### src/rtl/cpu_pkg.sv
// Shared CPU front-end constants and the fetch buffer entry type.
// FETCH_MISALIGN_EN adds a misaligned flag to every fetch entry.
package cpu_pkg;

   localparam int unsigned               CPU_DATA_WIDTH = 32;
   localparam logic [CPU_DATA_WIDTH-1:0] CPU_RESET_PC   = 32'h0000_0000;
   localparam logic [CPU_DATA_WIDTH-1:0] NOP_INSTR      = 32'h0000_0013;

   typedef struct packed {
      logic [CPU_DATA_WIDTH-1:0] instr;
      logic [CPU_DATA_WIDTH-1:0] pc;
`ifdef FETCH_MISALIGN_EN
      logic                      misaligned;
`endif
   } fetch_entry_t;

endpackage

### src/rtl/fetch_fifo.sv
// Synchronous FIFO of fetch entries; flush wins over push and pop.
// Head entry is read combinationally from storage.
module fetch_fifo
   import cpu_pkg::*;
#(
   parameter int unsigned DEPTH = 4
) (
   input  logic                   clk,
   input  logic                   rst,
   input  logic                   i_flush,
   input  logic                   i_push,
   input  fetch_entry_t           i_data,
   input  logic                   i_pop,
   output fetch_entry_t           o_head,
   output logic [$clog2(DEPTH):0] o_count,
   output logic                   o_empty
);

   localparam int unsigned AW = $clog2(DEPTH);
   localparam int unsigned CW = AW + 1;

   fetch_entry_t  r_mem [DEPTH];
   logic [AW-1:0] r_wptr;
   logic [AW-1:0] r_rptr;
   logic [CW-1:0] r_count;
   logic          w_pop;

   assign w_pop = i_pop && (r_count != '0);

   always_ff @(posedge clk or posedge rst) begin
      if (rst) begin
         r_wptr  <= '0;
         r_rptr  <= '0;
         r_count <= '0;
      end else if (i_flush) begin
         r_wptr  <= '0;
         r_rptr  <= '0;
         r_count <= '0;
      end else begin
         if (i_push) r_wptr <= r_wptr + AW'(1);
         if (w_pop)  r_rptr <= r_rptr + AW'(1);
         if (i_push && !w_pop)      r_count <= r_count + CW'(1);
         else if (!i_push && w_pop) r_count <= r_count - CW'(1);
      end
   end

   // Storage needs no reset: empty entries are never presented.
   always_ff @(posedge clk) begin
      if (i_push && !i_flush) r_mem[r_wptr] <= i_data;
   end

   assign o_head  = r_mem[r_rptr];
   assign o_count = r_count;
   assign o_empty = (r_count == '0);

endmodule

### src/rtl/fetch_unit.sv
// Instruction fetch: owns the PC, issues credit-limited word requests, drops stale responses after redirects.
// Define FETCH_MISALIGN_EN to turn misaligned redirects into a flagged NOP that halts fetch.
module fetch_unit
   import cpu_pkg::*;
#(
   parameter int unsigned           DATA_WIDTH = CPU_DATA_WIDTH,
   parameter int unsigned           FIFO_DEPTH = 4,
   parameter logic [DATA_WIDTH-1:0] RESET_PC   = CPU_RESET_PC
) (
   input  logic                  clk,
   input  logic                  rst,
   output logic                  imem_req_valid,
   input  logic                  imem_req_ready,
   output logic [DATA_WIDTH-1:0] imem_req_addr,
   input  logic                  imem_resp_valid,
   input  logic [DATA_WIDTH-1:0] imem_resp_data,
   input  logic                  redirect_valid,
   input  logic [DATA_WIDTH-1:0] redirect_pc,
   output logic                  id_valid,
   input  logic                  id_ready,
   output logic [DATA_WIDTH-1:0] id_instr,
   output logic [DATA_WIDTH-1:0] id_pc,
   output logic [DATA_WIDTH-1:0] id_pc_plus4
`ifdef FETCH_MISALIGN_EN
   ,
   output logic                  id_misaligned
`endif
);

   localparam int unsigned           CW      = $clog2(FIFO_DEPTH) + 1;
   localparam int unsigned           SW      = CW + 1;
   localparam logic [DATA_WIDTH-1:0] PC_STEP = DATA_WIDTH'(4);

   logic [DATA_WIDTH-1:0] r_fetch_pc;
   logic [DATA_WIDTH-1:0] r_resp_pc;
   logic [CW-1:0]         r_outstanding;
   logic [CW-1:0]         r_drop_cnt;
   logic [CW-1:0]         w_count;
   logic                  w_empty;
   logic                  w_req_fire;
   logic                  w_resp_keep;
   logic                  w_push;
   logic                  w_pop;
   logic                  w_halt;
   logic [DATA_WIDTH-1:0] w_redirect_pc;
   fetch_entry_t          w_push_data;
   fetch_entry_t          w_head;

   assign w_redirect_pc = {redirect_pc[DATA_WIDTH-1:2], 2'b00};

`ifdef FETCH_MISALIGN_EN
   logic                  w_misalign;
   logic                  r_halt;
   logic                  r_nop_pend;
   logic [DATA_WIDTH-1:0] r_nop_pc;

   assign w_misalign = redirect_valid && (redirect_pc[1:0] != 2'b00);

   // Misaligned target: queue a flagged NOP for the cycle after the flush, then stop fetching.
   always_ff @(posedge clk or posedge rst) begin
      if (rst) begin
         r_halt     <= 1'b0;
         r_nop_pend <= 1'b0;
         r_nop_pc   <= '0;
      end else if (redirect_valid) begin
         r_halt     <= w_misalign;
         r_nop_pend <= w_misalign;
         r_nop_pc   <= redirect_pc;
      end else begin
         r_nop_pend <= 1'b0;
      end
   end

   assign w_halt = r_halt;
`else
   logic w_unused;

   assign w_unused = ^redirect_pc[1:0];
   assign w_halt   = 1'b0;
`endif

   // Credit rule: in-flight requests plus buffered entries never exceed the buffer depth.
   assign imem_req_valid = !rst && !redirect_valid && !w_halt &&
                           ((SW'(r_outstanding) + SW'(w_count)) < SW'(FIFO_DEPTH));
   assign imem_req_addr  = r_fetch_pc;
   assign w_req_fire     = imem_req_valid && imem_req_ready;
   assign w_resp_keep    = imem_resp_valid && (r_drop_cnt == '0) && !redirect_valid;
   assign w_pop          = id_valid && id_ready;

`ifdef FETCH_MISALIGN_EN
   assign w_push = w_resp_keep || r_nop_pend;
`else
   assign w_push = w_resp_keep;
`endif

   always_ff @(posedge clk or posedge rst) begin
      if (rst) begin
         r_fetch_pc    <= RESET_PC;
         r_resp_pc     <= RESET_PC;
         r_outstanding <= '0;
         r_drop_cnt    <= '0;
      end else begin
         if (redirect_valid) begin
            r_fetch_pc <= w_redirect_pc;
            r_resp_pc  <= w_redirect_pc;
            r_drop_cnt <= r_outstanding - CW'(imem_resp_valid);
         end else begin
            if (w_req_fire) r_fetch_pc <= r_fetch_pc + PC_STEP;
            if (w_resp_keep)          r_resp_pc  <= r_resp_pc + PC_STEP;
            else if (imem_resp_valid) r_drop_cnt <= r_drop_cnt - CW'(1);
         end
         if (w_req_fire && !imem_resp_valid)      r_outstanding <= r_outstanding + CW'(1);
         else if (!w_req_fire && imem_resp_valid) r_outstanding <= r_outstanding - CW'(1);
      end
   end

   always_comb begin
      w_push_data       = '0;
      w_push_data.instr = imem_resp_data;
      w_push_data.pc    = r_resp_pc;
`ifdef FETCH_MISALIGN_EN
      if (r_nop_pend) begin
         w_push_data.instr      = NOP_INSTR;
         w_push_data.pc         = r_nop_pc;
         w_push_data.misaligned = 1'b1;
      end
`endif
   end

   fetch_fifo #(
      .DEPTH (FIFO_DEPTH)
   ) u_fifo (
      .clk     (clk),
      .rst     (rst),
      .i_flush (redirect_valid),
      .i_push  (w_push),
      .i_data  (w_push_data),
      .i_pop   (w_pop),
      .o_head  (w_head),
      .o_count (w_count),
      .o_empty (w_empty)
   );

   assign id_valid    = !w_empty;
   assign id_instr    = w_empty ? '0 : w_head.instr;
   assign id_pc       = w_empty ? '0 : w_head.pc;
   assign id_pc_plus4 = id_pc + PC_STEP;
`ifdef FETCH_MISALIGN_EN
   assign id_misaligned = !w_empty && w_head.misaligned;
`endif

   a_no_overflow: assert property (@(posedge clk) disable iff (rst)
      !(w_resp_keep && (w_count == CW'(FIFO_DEPTH))));

endmodule

### config.mk
export PLATFORM = sky130hd
export DESIGN_NAME = fetch_unit
export DESIGN_NICKNAME = d
export VERILOG_FILES = /design/src/rtl/cpu_pkg.sv /design/src/rtl/fetch_fifo.sv /design/src/rtl/fetch_unit.sv
export SDC_FILE = /design/constraint.sdc
export NUM_CORES = 1
export LEC_CHECK = 0
export ABC_CLOCK_PERIOD_IN_PS = 4080
export CORE_MARGIN = 2
export CORE_UTILIZATION = 55
export DETAILED_ROUTE_END_ITERATION = 8
export PLACE_DENSITY = 0.84
export SKIP_CTS_REPAIR_TIMING = 1
export SLEW_MARGIN = 15
export SYNTH_ARGS = -nofsm -noshare
export SYNTH_HDL_FRONTEND = slang
export SYNTH_SLANG_ARGS = --single-unit
### constraint.sdc
create_clock -name clk -period 4.08 [get_ports clk]
set_input_delay 0.408 -clock clk [delete_from_list [all_inputs] [get_ports clk]]
set_output_delay 0.408 -clock clk [all_outputs]
set_load 0.05 [all_outputs]
==> flow_summary_export.csv, run 1 <==
group,metric,value,unit
drt,drc_errors,20,
placement,place.port_buffers,191,
yosys,synthesis.instances,1035,
yosys,synth_area_per_cell,14.2,sq um
clock_tree,clock_sink_count,321,
yosys,synth_compound_gate_area_share,5.63,%
yosys,xor_xnor_portion_of_the_synthesized_cell_area,4.00,%
sta,clock_skew,14.4,ps
sta,fin_crit,4000,ps
clock_tree,cts_tree,"yes",
global_routing,grtUsageTotal,24.3,%
setup_path,setup.worst_path.end_class,"output port",
clock_tree,h-tree-depth,2,
clock_tree,clock_insertion_delay_worst_skew,500,ps
yosys,synth_fa_ha_area_share,1.47,%
setup_path,cp.arrival,3590,ps
floorplanning,effective_utilization_at_floorplan,56.2,%
sta,min_period_over_period,98.1,%
global_routing,grt_first_pass_wirelength,53.3,mm
drt,wire_per_inst,21.3,um
yosys,synth.cells.most_frequent,"sky130_fd_sc_hd__edfxtp_1 (248), sky130_fd_sc_hd__nand2_1 (105), sky130_fd_sc_hd__dfrtp_1 (73)",
setup_path,critPathLaunchType,"flip-flop",
sta,postLayoutSetupSlackWorst,79.0,ps
cells_and_area,fraction_of_final_layout_cells_with_drive_strength_greater_than_1,17.7,%
yosys,synth.ff_latch_count,321,
clock_tree,ctsLongestPathBuffers,3,
floorplanning,pin_count,200,
yosys,seq_area_frac_synth,63.1,%
power,power_density_over_the_cells,701,mW/mm^2
setup_path,timing_worst_setup_path_type,"flip-flop to output port",
sta,timing.setup.tns,0,ps
drt,drt_iter0_markers,1214,
yosys,synth.top_cell.area_share,50.7,%
run_status,outcome,"finished, violations left",
placement,place_congestion,0.855,
placement,placed_instances,1531,
power,finalPower,13.0,mW
cells_and_area,n_fill_cell,1655,
drt,vias,9727,
placement,dp_hpwl,22.1,mm
drt,finalWirelength,34.0,mm
job,max_cap_violations,0,
yosys,synthesis.area,0.0147,sq mm
global_routing,number_of_global_route_vias_before_repair,9794,
global_routing,grt_overflow_total,0,
placement,pre_cts_slack,304,ps
sta,rsz0062_at_grt,"false",
yosys,async_reset_ff_share,22.7,%
setup_path,worst_ep_required_time,3670,ps
sta,max_slew.worst_pin.slew,1090,ps
run_status,violated_checks,"DRC",
hold_path,hold_path_class,"primary input to flip-flop",
yosys,yosys.cell_types.count,62,
yosys,ys_warn_count,0,
sta,slew_headroom,27.0,%
yosys,synth-main-ff-cell,"sky130_fd_sc_hd__edfxtp_1",
sta,final_hold_viol_count,0,
yosys,yosys.cell_count.top_type,"sky130_fd_sc_hd__edfxtp_1",
yosys,synth-simple-area-share,11.8,%
sta,setup_viols_final,0,
drt,firstDrtPassIters,8,
setup_path,cp_max_fo,7,
power,worst_ir_drop_vdd,379,uV
yosys,synth.area.mux_share,11.5,%
drt,ant_nets,0,
cells_and_area,finalNetCount,1324,
cells_and_area,layout-area-overhead-vs-synth,26.1,%
cells_and_area,fin_cells,1597,
drt,routed_via_density,6.09,
global_routing,grt_max_degree,63,
yosys,synth_area_leaders,"sky130_fd_sc_hd__edfxtp_1 (51%), sky130_fd_sc_hd__dfrtp_1 (12%), sky130_fd_sc_hd__mux4_2 (9.5%)",
floorplanning,rows,59,
sta,achievable-frequency,250,MHz
yosys,number_of_enable_type_register_cells_in_the_synthesized_netlist,248,
floorplanning,die_height,167,um
sta,drv_slew,0,
global_routing,grt_antenna_before_repair,0,
cells_and_area,n_antenna_cell,0,
clock_tree,cts_inserted_buffers,34,
floorplanning,dieArea,0.0280,sq mm
yosys,yosysTopAreaCell,"sky130_fd_sc_hd__edfxtp_1",
floorplanning,die_x_extent,167,um
clock_tree,cts.root.buffer_cell,"sky130_fd_sc_hd__clkbuf_16",
floorplanning,placeableCoreArea,0.0261,sq mm
yosys,combinational_family_with_the_most_area_after_synthesis,"simple AND/OR/NAND/NOR gates",
clock_tree,clk_transition_reported_paths,60,ps
power,leakagePower,6.40,nW
## layout make-up
cell class	instances	area [sq um]	area share (%)
inverter	22	86.3	0.466
clock inverter	17	164	0.885
clock buffer	43	958	5.17
tap	335	419	2.26
multi-input combinational	639	5240	28.3
sequential	321	9280	50.1
timing repair buffer	220	2380	12.8
## flip-flops by register name, indices dropped and copies added, names as in the netlist
name	cells
u_fifo.o_count	3
r_outstanding	3
u_fifo.r_mem	248
u_fifo.r_wptr	2
r_resp_pc	30
u_fifo.r_rptr	2
r_drop_cnt	3
imem_req_addr	30
## layout by cell type, fill, tap and decap left out, types with 30 or more instances in the layout
cell                                n
sky130_fd_sc_hd__and2_1            58
sky130_fd_sc_hd__clkbuf_16         37
sky130_fd_sc_hd__clkdlybuf4s50_1  165
sky130_fd_sc_hd__dfrtp_1           71
sky130_fd_sc_hd__edfxtp_1         248
sky130_fd_sc_hd__mux4_2            63
sky130_fd_sc_hd__nand2_1          104
sky130_fd_sc_hd__nand3_1           32
sky130_fd_sc_hd__nor2_1            38
sky130_fd_sc_hd__o21ai_0           57
sky130_fd_sc_hd__xnor2_1           30
## final timing paths
| check | startpoint | endpoint | slack [ps] | cells after the start |
|---|---|---|---|---|
| max in group asynchronous | rst | r_resp_pc[26] | 2650 | 3 |
| worst max-delay path | u_fifo.r_rptr[0] | id_pc_plus4[23] | 80 | 8 |
| worst max register to register | u_fifo.o_count[2] | r_outstanding[2] | 740 | 11 |
| worst min register to register | r_outstanding[2] | r_outstanding[2] | 530 | 1 |
| worst min-delay path | redirect_pc[22] | imem_req_addr[22] | 490 | 3 |
| min in group asynchronous | rst | r_outstanding[1] | 510 | 2 |
## stage by stage
stage | instance area [sq um] | utilization, % | hold slack (ps)
detailed placement | 17300 | 66.2 | 514
global route | 18500 | 70.9 | 530
floorplan | 14800 | - | 486
global placement | 17300 | 66.2 | 504
finish | 18500 | 70.9 | 493
CTS | 18400 | 70.5 | 473
## worst max-delay path, cell delays in order (launching register included)
cell	delay, ps
sky130_fd_sc_hd__dfrtp_4	480
sky130_fd_sc_hd__buf_8	150
sky130_fd_sc_hd__mux4_2	510
sky130_fd_sc_hd__or4_4	570
sky130_fd_sc_hd__or4_4	520
sky130_fd_sc_hd__buf_4	180
sky130_fd_sc_hd__nor3_1	230
sky130_fd_sc_hd__xor2_1	260
sky130_fd_sc_hd__buf_12	170
## logic make-up after synthesis
group / count (synthesis)
multiplexers: 86
buffers and inverters: 80
XOR/XNOR: 67
flip-flops: 321
other: 1
adder cells (fa/ha/maj): 16
AND/OR/NAND/NOR: 336
AO/OA/AOI/OAI: 128
## report_power, final
group / switching, mW / internal, mW / leakage (nW)
Sequential: 0.250 / 3.76 / 3.12
Combinational: 3.68 / 2.24 / 2.74
Clock: 1.20 / 1.85 / 0.541
Total: 5.13 / 7.86 / 6.40
## metal layers
layer | global-route usage, % | routed length [um] | up-vias
li1 | - | - | 4309
met1 | 34.5 | 13700 | 4792
met2 | 39.1 | 16500 | 567
met3 | 4.40 | 3080 | 59
met4 | 6.88 | 723 | 0
met5 | 0 | 0 | -
Note: power is estimated with default switching activity, not from simulation.
==> inputs of run 2 (changes only) <==
--- a/config.mk
+++ b/config.mk
@@ -8,6 +8,7 @@
 export ABC_CLOCK_PERIOD_IN_PS = 4080
 export CORE_MARGIN = 2
 export CORE_UTILIZATION = 55
+export CTS_CLUSTER_SIZE = 20
 export DETAILED_ROUTE_END_ITERATION = 8
 export PLACE_DENSITY = 0.84
 export SKIP_CTS_REPAIR_TIMING = 1
==> results of run 2 <==
The final DEF is identical to that of run 1; final timing and power are the same.
